## src/rtl/mem_arbiter.sv

```systemverilog
// Merges the coherence controller's data port and two icache fetch ports onto one RAM port.
// Latency: one arbitration cycle in IDLE, then the RAM is driven until ACCESS; completion pulses are one cycle.
// Backpressure: requesters hold their request; the losers see BUSY (data side) or iwait=1 (icache side).
//
// Ports:
//   CLK, nRST                  clock, asynchronous active-low reset
//   cc_ram{REN,WEN,addr,store} data-side request from the coherence controller
//   cc_ram{state,load}         RAM status/data returned to the coherence controller
//   iREN, iaddr                per-core instruction fetch request and word address
//   iwait, iload               per-core fetch wait (0 = iload valid) and fetch data
//   ram{REN,WEN,addr,store}    single RAM port request
//   ram{state,load}            RAM status (FREE/BUSY/ACCESS/ERROR) and read data
module mem_arbiter #(
    // Consecutive data grants allowed while an instruction fetch waits (1..15).
    parameter int unsigned DATA_BURST_MAX = 4
) (
    input  logic             CLK,
    input  logic             nRST,
    input  logic             cc_ramREN,
    input  logic             cc_ramWEN,
    input  logic [31:0]      cc_ramaddr,
    input  logic [31:0]      cc_ramstore,
    output logic [1:0]       cc_ramstate,
    output logic [31:0]      cc_ramload,
    input  logic [1:0]       iREN,
    input  logic [1:0][31:0] iaddr,
    output logic [1:0]       iwait,
    output logic [1:0][31:0] iload,
    output logic             ramREN,
    output logic             ramWEN,
    output logic [31:0]      ramaddr,
    output logic [31:0]      ramstore,
    input  logic [1:0]       ramstate,
    input  logic [31:0]      ramload
);

    localparam logic [1:0] RAM_BUSY   = 2'd1;
    localparam logic [1:0] RAM_ACCESS = 2'd2;
    localparam logic [3:0] BURST_MAX  = 4'(DATA_BURST_MAX);

    typedef enum logic [1:0] {
        IDLE,
        DGRANT,
        IGRANT
    } state_t;

    state_t     state, state_n;
    logic       igid, igid_n;
    logic       rr, rr_n;
    logic [3:0] dcount, dcount_n;

    logic dreq;
    logic ireq;

    assign dreq = cc_ramREN | cc_ramWEN;
    assign ireq = |iREN;

    always_ff @(posedge CLK or negedge nRST) begin
        if (!nRST) begin
            state  <= IDLE;
            igid   <= 1'b0;
            rr     <= 1'b0;
            dcount <= 4'd0;
        end else begin
            state  <= state_n;
            igid   <= igid_n;
            rr     <= rr_n;
            dcount <= dcount_n;
        end
    end

    always_comb begin
        state_n     = state;
        igid_n      = igid;
        rr_n        = rr;
        dcount_n    = dcount;
        ramREN      = 1'b0;
        ramWEN      = 1'b0;
        ramaddr     = '0;
        ramstore    = '0;
        cc_ramstate = RAM_BUSY;
        cc_ramload  = '0;
        iwait       = 2'b11;
        iload       = '0;

        case (state)
            IDLE: begin
                // Instruction wins when data is absent or has used up its burst allowance.
                if (ireq && (dcount == BURST_MAX || !dreq)) begin
                    state_n = IGRANT;
                    igid_n  = (iREN == 2'b11) ? rr : iREN[1];
                end else if (dreq) begin
                    state_n = DGRANT;
                end
            end

            DGRANT: begin
                // A combined read+write request is treated as a write.
                ramWEN      = cc_ramWEN;
                ramREN      = cc_ramREN & ~cc_ramWEN;
                ramaddr     = cc_ramaddr;
                ramstore    = cc_ramstore;
                cc_ramstate = ramstate;
                cc_ramload  = ramload;
                if (!dreq) begin
                    // Abort: the burst counter is left as it was.
                    state_n = IDLE;
                end else if (ramstate == RAM_ACCESS) begin
                    state_n = IDLE;
                    if (!ireq) begin
                        dcount_n = 4'd0;
                    end else if (dcount >= BURST_MAX) begin
                        dcount_n = BURST_MAX;
                    end else begin
                        dcount_n = dcount + 4'd1;
                    end
                end
            end

            IGRANT: begin
                ramREN  = 1'b1;
                ramaddr = iaddr[igid];
                if (!iREN[igid]) begin
                    state_n = IDLE;
                end else if (ramstate == RAM_ACCESS) begin
                    iwait[igid] = 1'b0;
                    iload[igid] = ramload;
                    rr_n        = ~igid;
                    dcount_n    = 4'd0;
                    state_n     = IDLE;
                end
            end

            default: begin
                state_n = IDLE;
            end
        endcase
    end

endmodule

```

## config.mk

```make
export PLATFORM = sky130hd
export DESIGN_NAME = mem_arbiter
export DESIGN_NICKNAME = d
export VERILOG_FILES = /design/src/rtl/mem_arbiter.sv
export SDC_FILE = /design/constraint.sdc
export NUM_CORES = 1
export LEC_CHECK = 0
export BUFFER_PORTS_ARGS = -buffer_cell sky130_fd_sc_hd__buf_2
export CELL_PAD_IN_SITES_DETAIL_PLACEMENT = 0
export CELL_PAD_IN_SITES_GLOBAL_PLACEMENT = 1
export CORE_AREA = 2 2 128 130
export DETAILED_ROUTE_END_ITERATION = 7
export DIE_AREA = 0 0 130 132
export PLACE_DENSITY = 0.68
export SETUP_SLACK_MARGIN = 0.2
export SYNTH_ARGS = -nofsm -noshare
export SYNTH_HDL_FRONTEND = slang
export SYNTH_SLANG_ARGS = --single-unit
```

## constraint.sdc

```tcl
create_clock -name CLK -period 2.31 [get_ports CLK]
set_clock_uncertainty 0.1 [all_clocks]
set_input_delay 0.231 -clock CLK [delete_from_list [all_inputs] [get_ports CLK]]
set_output_delay 0.231 -clock CLK [all_outputs]
set_load 0.02 [all_outputs]
```

==> impl_metrics.tcl <==
set metrics [dict create \
    crit_required_ns 1.98 \
    grt_start_max_net_pins 57 \
    grt_overflow 0 \
    synth_area_leaders "and2_1, mux2i_1, dfrtp_1, o21ai_0, nand2_1" \
    power_density_nw_per_um2 888.1 \
    ir_worst_vdd_mv 0.4056 \
    gp_congestion 0.7630 \
    ys_async_sr_fraction_pct 100.0 \
    syn-num-nets 527 \
    yosysSeqAreaShare_pct 8.579 \
    final_nets 860 \
    max_clock_freq_ghz 0.4650 \
    remaining_drc_errors 0 \
    antenna_found_initial 0 \
    viasPerCell 4.001 \
    start_kind "register" \
    htree_levels 1 \
    hpwlAfterDp_um 10610 \
    synth.distinct_cells 33 \
    synth_edf_count 0 \
    hold_path_class "input pin to register" \
    dp.cells 883 \
    final_layout_size_suffix_gt1_share_pct 59.12 \
    synth.largest_area_cell "and2_1" \
    total_power_mw 4.511 \
    vias 3605 \
    grt_pass1_wl_um 18220 \
    final-setup-viol-count 0 \
    clk_pin_slew_ns 0.04 \
    ys_seq_elements 8 \
    crit_fanout 9 \
    dieArea_sq_um 17160 \
    drtIter0Drc 64 \
    numCtsBuffers 3 \
    worst_slew_pin_slew_ns 0.4400 \
    start_util_pct 14.85 \
    clk_root_buffer_cell "clkbuf_16" \
    core_sq_um 15710 \
    ant_nets 0 \
    antenna_cells 0 \
    status "complete, no violations" \
    die_w_um 130 \
    routed_wl_um 14300 \
    grt_pass1_vias 3278 \
    hold_viol 0 \
    fin_crit_ns 2.151 \
    synth_top_area_share_pct 43.43 \
    area_growth_pct 117.6 \
    arrival_ns 1.82 \
    crit_type "register to primary output" \
    drv_cap 0 \
    slew_headroom_pct 70.61 \
    num_io_pins 334 \
    wl_per_cell_um 15.87 \
    syn-mean-instance-area_sq_um 6.610 \
    place_area_sq_um 4312 \
    yosys_most_used_dff "dfrtp_1" \
    synth.most_common_cell "and2_1" \
    setup_ws_ns 0.1593 \
    place_ws_ns 0.3671 \
    end_kind "primary output" \
    grt_setup_unrepaired "yes" \
    synth_cells 353 \
    clock_latency_ns 0.23 \
    first_pass_iters 4 \
    yosys_warnings 0 \
    synth_area_sq_um 2333 \
    instances_no_fill 901 \
    report.final.slew_viol_count 0 \
    synth_common_cells "and2_1, o21ai_0, nand2_1" \
    row_count 46 \
    final_util_pct 32.32 \
    timing.hold.ws_ns 0.2386 \
    cts.sinks 8 \
    min_period_over_period_pct 93.10 \
    clockBufferDepth 2 \
    cts_tree "built" \
    p_leak_nw 2.874 \
    io_buffers 333 \
    die_y_um 132 \
    grt_usage_pct 13.48 \
    tns_ns 0 \
    final_area_sq_um 5079 \
]
## critical path, stage by stage, from the launching register on
cell and delay (ns):
dfrtp_2 0.41, inv_2 0.09, ha_4 0.13, and3b_2 0.23, and3_4 0.28, buf_12 0.15
and2_1 0.14, buf_4 0.15
## flip-flops by register name, summed over array words and instances (netlist names)
register	cells
igid	1
state	2
dcount	4
rr	1
## final timing paths
check                      cells past startpoint            startpoint                     to  slack (ns)
setup / recovery                               7  state[0]$_DFFE_PN0P_               iload[3]        0.16
hold / removal                                 3               iREN[1]       igid$_DFFE_PN0P_        0.24
setup reg to reg                               8  state[0]$_DFFE_PN0P_   state[1]$_DFFE_PN0P_        0.30
hold reg to reg                                2        rr$_DFFE_PN0P_         rr$_DFFE_PN0P_        0.42
max in group asynchronous                      2                  nRST   state[0]$_DFFE_PN0P_        1.64
min in group asynchronous                      2                  nRST  dcount[3]$_DFFE_PN0P_        0.27
## layer usage
metal | part of all wire, % | up-vias | global-route usage, %
li1 | - | 1808 | -
met5 | 0 | - | 0
met1 | 41 | 1593 | 16.63
met4 | 0.62 | 0 | 0.6571
met2 | 52 | 200 | 25.54
met3 | 6.9 | 4 | 2.029
## report_power, final
group          total [mW]  leakage, nW  switching [mW]  internal (mW)
Clock               0.304       0.0382          0.0736          0.231
Combinational        3.95         2.74            2.35           1.60
Sequential          0.261       0.0955          0.0630          0.198
Total                4.51         2.87            2.48           2.03
## cell usage in the layout, fill, tap and decap left out, types with 2 or more instances in the layout
cell type,count
and2_1,127
and2_4,35
buf_12,8
buf_16,2
buf_2,268
buf_4,33
buf_6,37
clkbuf_16,8
dfrtp_1,5
dfrtp_2,3
ha_1,4
ha_4,2
inv_1,8
mux2i_1,34
nand2_1,35
nand2b_1,2
nand3b_1,2
nor2_1,8
o21ai_0,37
## repair_timing
action,in CTS,in global routing
gates cloned,2,6
hold endpoints to repair,8,0
setup buffers,1,4
hold buffers,1,0
pin swaps,0,38
endpoints found under the setup margin,68,87
resized for setup,21,131
## final cells by class
type / count / area (sq um)
Inverter: 9 / 33.78
Timing Repair Buffer: 355 / 2371
Fill cell: 1699 / 10630
Multi-Input combinational cell: 309 / 2121
Sequential cell: 8 / 203.9
Tap cell: 216 / 270.3
Clock buffer: 4 / 78.83
## kinds of logic after synthesis
family	Yosys count	synth area share, %
compound gates	47	12.17
fa+ha+maj	6	3.217
buf+inv	36	6.273
flops	8	8.579
mux	34	14.58
simple gates	222	55.17
Power figures use the tool's default switching activity.
